$ cat config.mk
export PLATFORM = sky130hd
export DESIGN_NAME = obi_spiflash_responder
export DESIGN_NICKNAME = d
export VERILOG_FILES = /design/src/rtl/obi_spiflash_responder.sv
export SDC_FILE = /design/constraint.sdc
export NUM_CORES = 1
export LEC_CHECK = 0
export CAP_MARGIN = 30
export CORE_UTILIZATION = 32
export DETAILED_ROUTE_END_ITERATION = 16
export HOLD_SLACK_MARGIN = 0.03
export PLACE_DENSITY_LB_ADDON = 0.2
export SYNTH_ARGS = -nofsm -noshare
export SYNTH_HDL_FRONTEND = slang
export SYNTH_SLANG_ARGS = --single-unit
$ cat constraint.sdc
create_clock -name clk_i -period 2.5 [get_ports clk_i]
set_input_delay 0.375 -clock clk_i [delete_from_list [all_inputs] [get_ports clk_i]]
set_output_delay 0.375 -clock clk_i [all_outputs]
set_load 0.1 [all_outputs]
$ cat src/rtl/obi_spiflash_responder.sv
// OBI responder for the flash window: turns OBI word reads into SPI READ (0x03)
// frames to an external serial NOR flash; writes are refused and flagged illegal.

module obi_spiflash_responder #(
    parameter logic [31:0] FLASH_BASE_ADDR = 32'h2000_0000,
    parameter int          ADDR_WIDTH      = 24,
    parameter int          CLK_DIV         = 2
) (
    input  logic        clk_i,
    input  logic        rst_ni,
    input  logic        flash_req_i,
    output logic        flash_gnt_o,
    input  logic [31:0] flash_addr_i,
    input  logic        flash_we_i,
    input  logic [3:0]  flash_be_i,
    input  logic [31:0] flash_wdata_i,
    output logic        flash_rvalid_o,
    output logic [31:0] flash_rdata_o,
    output logic        spi_sck_o,
    output logic        spi_csb_o,
    output logic        spi_mosi_o,
    input  logic        spi_miso_i,
    output logic        busy_o,
    output logic        illegal_write_o
);

    localparam int DIV_W = (CLK_DIV > 1) ? $clog2(CLK_DIV) : 1;
    localparam int GAP_W = $clog2(2 * CLK_DIV);
    localparam logic [DIV_W-1:0] DIV_LAST = DIV_W'(CLK_DIV - 1);
    // GAP is one cycle shorter than 2*CLK_DIV so the next grant lands exactly
    // 2*CLK_DIV cycles after rvalid; DONE and IDLE keep CSB high around it.
    localparam logic [GAP_W-1:0] GAP_LAST = GAP_W'(2 * CLK_DIV - 2);

    typedef enum logic [2:0] {IDLE, CMD, ADDR, DATA, DONE, GAP} state_t;

    state_t            state_q, state_d;
    logic [DIV_W-1:0]  div_cnt_q;
    logic [GAP_W-1:0]  gap_cnt_q;
    logic [5:0]        bit_cnt_q;
    logic              sck_q;
    logic              is_write_q;
    logic [31:0]       tx_q;
    logic [31:0]       rx_q;
    logic [31:0]       rdata_q;

    logic [31:0]       flash_offset;
    logic [23:0]       frame_addr;
    logic [31:0]       rx_next;
    logic              accept;
    logic              shifting;
    logic              div_last;
    logic              period_end;
    logic              sample;
    logic              unused_inputs;

    assign accept     = flash_req_i && (state_q == IDLE);
    assign shifting   = (state_q == CMD) || (state_q == ADDR) || (state_q == DATA);
    assign div_last   = (div_cnt_q == DIV_LAST);
    assign period_end = shifting && sck_q && div_last;
    assign sample     = (state_q == DATA) && sck_q && div_last;
    assign rx_next    = {rx_q[30:0], spi_miso_i};

    always_comb begin
        flash_offset = flash_addr_i - FLASH_BASE_ADDR;
        frame_addr = '0;
        frame_addr[ADDR_WIDTH-1:0] = flash_offset[ADDR_WIDTH-1:0];
        frame_addr[1:0] = 2'b00;
    end

    assign unused_inputs = ^{flash_be_i, flash_wdata_i, flash_offset[31:ADDR_WIDTH]};

    always_ff @(posedge clk_i or negedge rst_ni) begin
        if (!rst_ni) begin
            state_q <= IDLE;
        end else begin
            state_q <= state_d;
        end
    end

    always_comb begin
        state_d     = state_q;
        flash_gnt_o = 1'b0;
        case (state_q)
            IDLE: begin
                flash_gnt_o = flash_req_i;
                if (flash_req_i) begin
                    state_d = flash_we_i ? DONE : CMD;
                end
            end
            CMD:  if (period_end && bit_cnt_q == 6'd7)  state_d = ADDR;
            ADDR: if (period_end && bit_cnt_q == 6'd31) state_d = DATA;
            DATA: if (period_end && bit_cnt_q == 6'd63) state_d = DONE;
            DONE: state_d = is_write_q ? IDLE : GAP;
            GAP:  if (gap_cnt_q == GAP_LAST) state_d = IDLE;
            default: state_d = IDLE;
        endcase
    end

    // SCK phase, bit position and shift registers; the last MISO sample also
    // byte-swaps into rdata so the first flash byte lands in rdata[7:0].
    always_ff @(posedge clk_i or negedge rst_ni) begin
        if (!rst_ni) begin
            div_cnt_q  <= '0;
            gap_cnt_q  <= '0;
            bit_cnt_q  <= '0;
            sck_q      <= 1'b0;
            is_write_q <= 1'b0;
            tx_q       <= '0;
            rx_q       <= '0;
            rdata_q    <= '0;
        end else begin
            gap_cnt_q <= (state_q == GAP) ? gap_cnt_q + 1'b1 : '0;
            if (accept) begin
                div_cnt_q  <= '0;
                bit_cnt_q  <= '0;
                sck_q      <= 1'b0;
                is_write_q <= flash_we_i;
                tx_q       <= {8'h03, frame_addr};
                if (flash_we_i) begin
                    rdata_q <= '0;
                end
            end else if (shifting) begin
                if (div_last) begin
                    div_cnt_q <= '0;
                    sck_q     <= ~sck_q;
                    if (sck_q) begin
                        bit_cnt_q <= bit_cnt_q + 1'b1;
                        tx_q      <= {tx_q[30:0], 1'b0};
                    end
                end else begin
                    div_cnt_q <= div_cnt_q + 1'b1;
                end
                if (sample) begin
                    rx_q <= rx_next;
                    if (bit_cnt_q == 6'd63) begin
                        rdata_q <= {rx_next[7:0], rx_next[15:8], rx_next[23:16], rx_next[31:24]};
                    end
                end
            end
        end
    end

    assign spi_csb_o       = ~shifting;
    assign spi_sck_o       = shifting && sck_q;
    assign spi_mosi_o      = ((state_q == CMD) || (state_q == ADDR)) && tx_q[31];
    assign flash_rvalid_o  = (state_q == DONE);
    assign illegal_write_o = (state_q == DONE) && is_write_q;
    assign flash_rdata_o   = rdata_q;
    assign busy_o          = (state_q != IDLE);

endmodule

# Yosys cells after proc, flatten, opt, wreduce, memory -nomap -nowiden
# Index checks and enable logic that the tools add are counted.
totals:
  out_inout_bits: 39
  in_bits: 73
  regBits: 109
classes:
  n_reduce_logical: 24
  addsub: 4
  n_eq_ne: 15
  n_bitwise: 3
  n_mux: 29
op_table:
  columns: ["op", "count"]
  rows:
  - ["$mux W32", 9]
  - ["$mux W6", 4]
  - ["$sub A24 B1 Y24 const B", 1]
  - ["$mux W3", 7]
  - ["$pmux W3 S6", 1]
  - ["$logic_and A1 B1 Y1", 10]
  - ["$reduce_bool A2 Y1", 5]
  - ["$mux W1", 7]
  - ["$add A6 B1 Y6 const B", 1]
  - ["$eq A3 B2 Y1 const B", 2]
  - ["$eq A3 B3 Y1 const B", 2]
  - ["$eq A6 B3 Y1 const B", 1]
  - ["$eq A6 B5 Y1 const B", 1]
  - ["$eq A6 B6 Y1 const B", 1]
  - ["$ne A2 B1 Y1 const B", 3]
  - ["$ne A2 B2 Y1 const B", 3]
  - ["$reduce_and A3 Y1", 2]
  - ["$reduce_and A5 Y1", 1]
  - ["$reduce_and A4 Y1", 1]
  - ["$eq A3 B1 Y1 const B", 1]
  - ["$logic_not A3 Y1", 1]
  - ["$not A1 Y1", 3]
  - ["$reduce_bool A3 Y1", 1]
  - ["$add A2 B1 Y2 const B", 1]
  - ["other kinds (5)", 6]

# Logic depth before layout (Yosys ltp)
logic_depth:
  depth_word: 8
  mapped_depth: 9

# Least setup slack after synthesis
# OpenSTA, ideal clock, no wires.
synth_path:
  path_kind: "register to output"
  from: "reg state_q[1]"
  to: "out flash_rvalid_o"
  arrival_ps: 2617
  setup_slack_ps: -492
  t_required_ps: 2125
  path_stages_with_launch: 3
  path_buffers: 1
  cell_sequence: "dfrtp_1 > buf_2 > nor3_1"
synth_between:
  elab_chain_cells: 1
synth_rtl:
  columns: ["item", "line_no", "rtl"]
  rows:
  - ["from (decl)", "36", "state_t state_q, state_d;"]
  - ["from (signal assigned)", "76", "state_q <= state_d;"]
  - ["$eq A3 B3 Y1", "146", "assign flash_rvalid_o = (state_q == DONE);"]
  - ["to (decl)", "17", "output logic flash_rvalid_o,"]
# No other way between the ends.

# Final worst setup path
layout_path:
  from: "reg state_q[2]"
  to: "out flash_gnt_o"
layout_between:
  elab_chain_cells: 2
layout_rtl:
  columns: ["item", "line_no", "rtl"]
  rows:
  - ["$logic_not A3 Y1", "83", "case (state_q)"]
  - ["$mux W1", "83", null]
  - ["to (decl)", "12", "output logic flash_gnt_o,"]
# No other way between the ends.

==> impl_summary.log <==
INFO  metric wl_per_cell = 15.03 µm
INFO  metric finalCriticalPeriod = 2.216 ns
INFO  metric slew_violations = 0
INFO  metric globalRouteMet1Util = 0.1796
INFO  metric placementRows = 42
INFO  metric synth_enable_flop_cells = 0
INFO  metric placedCellCount = 557
INFO  metric cts.sinks = 107
INFO  metric pwr_density_cell = 603.6 nW/µm²
INFO  metric final.hold.worst_slack = 0.4383 ns
INFO  metric route.antenna.remaining_nets = 0
INFO  metric ys_dominant_reg_cell = sky130_fd_sc_hd__dfrtp_1
INFO  metric timing.final.ws_setup = 0.2843 ns
INFO  metric cp_num_buf_inv = 3
INFO  metric finalHoldViolCount = 0
INFO  metric final_critical_path_share_of_the_clock_period = 0.8863
INFO  metric cts_inserted_buffers = 9
INFO  metric ctsResizeCount = 0
INFO  metric gpl.final_weighted_congestion = 0.7409
INFO  metric critPathArrivalTime = 1.84 ns
INFO  metric yosysWarningCount = 0
INFO  metric largest_net_degree_at_the_start_of_global_routing = 47
INFO  metric floorplan.die_area = 13,930 µm²
INFO  metric worst_slew_margin_rel = 0.6758
INFO  metric max-vdd-ir-drop = 0.3118 mV
INFO  metric grt_first_pass_wirelength = 14.59 mm
INFO  metric fmax = 0.4513 GHz
INFO  metric syn_to_final_growth = 25.20%
INFO  metric netlist_area_pre_place = 4309 µm²
INFO  metric placement.io_buffers = 65
INFO  metric clock_path_buffers = 2
INFO  metric worst-endpoint-required = 2.12 ns
INFO  metric gr-total-overflow = 0
INFO  metric grt.met2_usage = 0.2055
INFO  metric synth_adder_area_share = 0.005807
INFO  metric effective_utilization_at_floorplan = 0.3267
INFO  metric path_delay_family = flip-flops
INFO  metric initialDrtViolationCount = 262
INFO  metric synth_top_family_by_area = compound AO/OA/AOI/OAI gates
INFO  metric crit_path_cell_trace = inv_1, and3_1, buf_12, buf_12
INFO  metric rsz0062_at_grt = false
INFO  metric cell_count_final_fillers_out = 574
INFO  metric globalRoute.busiestLayer = met2
INFO  metric yosysSeqAreaShare = 0.6214
INFO  metric slowest_delay = 0.64 ns
INFO  metric synth_compound_area_frac = 0.1611
INFO  metric drt_pre_antenna_iters = 8
INFO  metric synth_area_per_cell = 13.06 µm²
INFO  metric fraction_of_final_layout_cells_sized_beyond_drive_strength_1 = 0.2638
INFO  metric worstSetupStartpointType = flop
INFO  metric path_common_cell = sky130_fd_sc_hd__buf_12
INFO  metric number_of_antenna_violations_at_the_first_check_in_global_routing = 0
INFO  metric layout.cell_area.non_filler = 5395 µm²
INFO  metric critical-path-slowest-cell = sky130_fd_sc_hd__dfrtp_1
INFO  metric first_global_vias = 2,838
INFO  metric drt-vias-per-instance = 4.991
INFO  metric postSynth.asyncResetShare = 1.000
INFO  metric dp_hpwl = 5.672 mm
INFO  metric worstPathMaxFanout = 34
INFO  metric synthSimpleGateAreaFrac = 0.06330
INFO  metric preCtsSetupSlack = 0.3286 ns
INFO  metric run_status = complete, no violations
INFO  metric dieWidth = 118.0 µm
INFO  metric yosys-mux-area-fraction = 0.08362
INFO  metric hold_path.class = reg -> reg
INFO  metric setup-violations-final = 0
INFO  metric finalSetupTns = 0 ns
INFO  metric rrSetupSlack = 0.45 ns
INFO  metric worstMarginPinSlew = 0.4864 ns
INFO  metric nFillCells = 1,247
INFO  metric maxCapViolCount = 0
INFO  metric via_count_of_the_routed_design = 2,865
INFO  metric floorplan.die.height = 118.0 µm
INFO  metric timing.critical_path.to_type = output pin
INFO  metric synth_xor_xnor_area_share = 0.01016
INFO  metric ff_latch_count_synth = 107
INFO  metric synthCells = 330
INFO  metric crit_type = reg -> out
INFO  metric grt_usage = 0.1324
INFO  metric dpl_cell_area = 5081 µm²
INFO  metric clock_edge_transition_at_the_registers_on_the_reported_setup_and_hold_paths = 0.07 ns
INFO  metric grt_use_met3 = 0.04070
INFO  metric num_ports = 112
INFO  metric insertedDiodeCount = 0
INFO  metric total_leakage_power = 2.724 nW
INFO  metric fin_util = 0.4090
INFO  metric core-area = 13,190 µm²
INFO  metric synth_cell_type_count = 42
INFO  metric clock_latency = 0.34 ns
INFO  metric detail_route.drc_violations = 0
INFO  metric synthesis.nets = 405
INFO  metric htree_num_levels = 3
INFO  metric design_power_total = 3.256 mW
INFO  metric tritoncts = built
INFO  metric final.setup_skew = 0.008501 ns
INFO  metric ctsRootBufferMaster = sky130_fd_sc_hd__clkbuf_16
INFO  metric routed_wl = 8.625 mm
INFO  metric final_nets = 468
-- layer usage --
metal	part of all wire	wire length [µm]
met5	0	0
met4	0.0081	70
met3	0.051	438
met2	0.46	3975
met1	0.48	4141
-- state kept, by name, summed over array words and instances (netlist names) --
signal	count
state_q	3
bit_cnt_q	6
gap_cnt_q	2
flash_rdata_o	32
rx_q	31
sck_q	1
div_cnt_q	1
tx_q	30
is_write_q	1
-- cell usage after synthesis, types with 4 or more instances --
master	instances	area, µm²
sky130_fd_sc_hd__buf_2	17	85.08
sky130_fd_sc_hd__xor2_1	4	35.03
sky130_fd_sc_hd__and3_1	5	31.28
sky130_fd_sc_hd__mux2_2	32	360.4
sky130_fd_sc_hd__inv_1	25	93.84
sky130_fd_sc_hd__a222oi_1	21	210.2
sky130_fd_sc_hd__nor2_1	11	41.29
sky130_fd_sc_hd__nand2_1	17	63.81
sky130_fd_sc_hd__a22o_1	36	315.3
sky130_fd_sc_hd__o21ai_1	4	20.02
sky130_fd_sc_hd__dfrtp_1	107	2678
sky130_fd_sc_hd__a21oi_1	7	35.03
-- logic make-up (layout without fill, tap and decap cells) --
family / count (synthesis) / after routing
DFF: 107 / 107
AOI/OAI and AO/OA: 83 / 83
and+or+nand+nor: 51 / 51
buffers and inverters: 50 / 118
muxes: 32 / 32
xor gates and xnor gates: 5 / 5
adders and majority gates: 2 / 2
-- repair_timing --
| action | 4_1_cts | 5_1_grt |
|---|---|---|
| endpoints found under the hold margin | 17 | 0 |
| hold buffers | 1 | 0 |
| buffers inserted | 0 | 0 |
| setup endpoints to repair | 0 | 0 |
-- worst paths after layout --
kind / start / to / cells after the start
setup / recovery: state_q[2] / flash_gnt_o / 4
hold / removal: gap_cnt_q[0] / gap_cnt_q[0] / 1
setup reg to reg: state_q[2] / flash_rdata_o[26] / 6
hold reg to reg: gap_cnt_q[0] / gap_cnt_q[0] / 1
max in group asynchronous: rst_ni / tx_q[11] / 3
min in group asynchronous: rst_ni / flash_rdata_o[0] / 2
-- area by class of cell --
class / count / area [µm²] / share of cell area
Sequential cell: 107 / 2678 / 0.4963
Clock buffer: 13 / 260.3 / 0.04824
Timing Repair Buffer: 76 / 685.7 / 0.1271
Clock inverter: 3 / 43.79 / 0.008117
Inverter: 26 / 97.59 / 0.01809
Multi-Input combinational cell: 173 / 1410 / 0.2614
Tap cell: 176 / 220.2 / 0.04082
-- cells in the final DEF, fill, tap and decap left out, types with 2 or more instances in the layout --
master / n
sky130_fd_sc_hd__nor2_2: 2
sky130_fd_sc_hd__dfrtp_1: 107
sky130_fd_sc_hd__clkbuf_8: 2
sky130_fd_sc_hd__and3_1: 5
sky130_fd_sc_hd__ha_1: 2
sky130_fd_sc_hd__nand2_1: 17
sky130_fd_sc_hd__mux2_2: 32
sky130_fd_sc_hd__o211ai_1: 2
sky130_fd_sc_hd__a21oi_1: 7
sky130_fd_sc_hd__nor3_1: 2
sky130_fd_sc_hd__clkbuf_1: 2
sky130_fd_sc_hd__clkbuf_16: 9
sky130_fd_sc_hd__clkdlybuf4s50_1: 25
sky130_fd_sc_hd__nor3_2: 2
sky130_fd_sc_hd__nand4_1: 2
sky130_fd_sc_hd__buf_4: 46
sky130_fd_sc_hd__a222oi_1: 21
sky130_fd_sc_hd__a21oi_2: 2
sky130_fd_sc_hd__xor2_1: 4
sky130_fd_sc_hd__o21ai_0: 3
sky130_fd_sc_hd__o21ai_1: 4
sky130_fd_sc_hd__a22o_1: 36
sky130_fd_sc_hd__buf_12: 4
sky130_fd_sc_hd__inv_1: 25
sky130_fd_sc_hd__o22a_1: 2
sky130_fd_sc_hd__nor2_1: 10
-- where the power goes --
group	total [mW]	switching, mW	leakage [nW]	internal (mW)
logic	0.0845	0.0421	1.11	0.0424
registers	1.73	0	1.46	1.73
clock network	1.44	0.607	0.150	0.835
(Power assumes the default switching activity.)
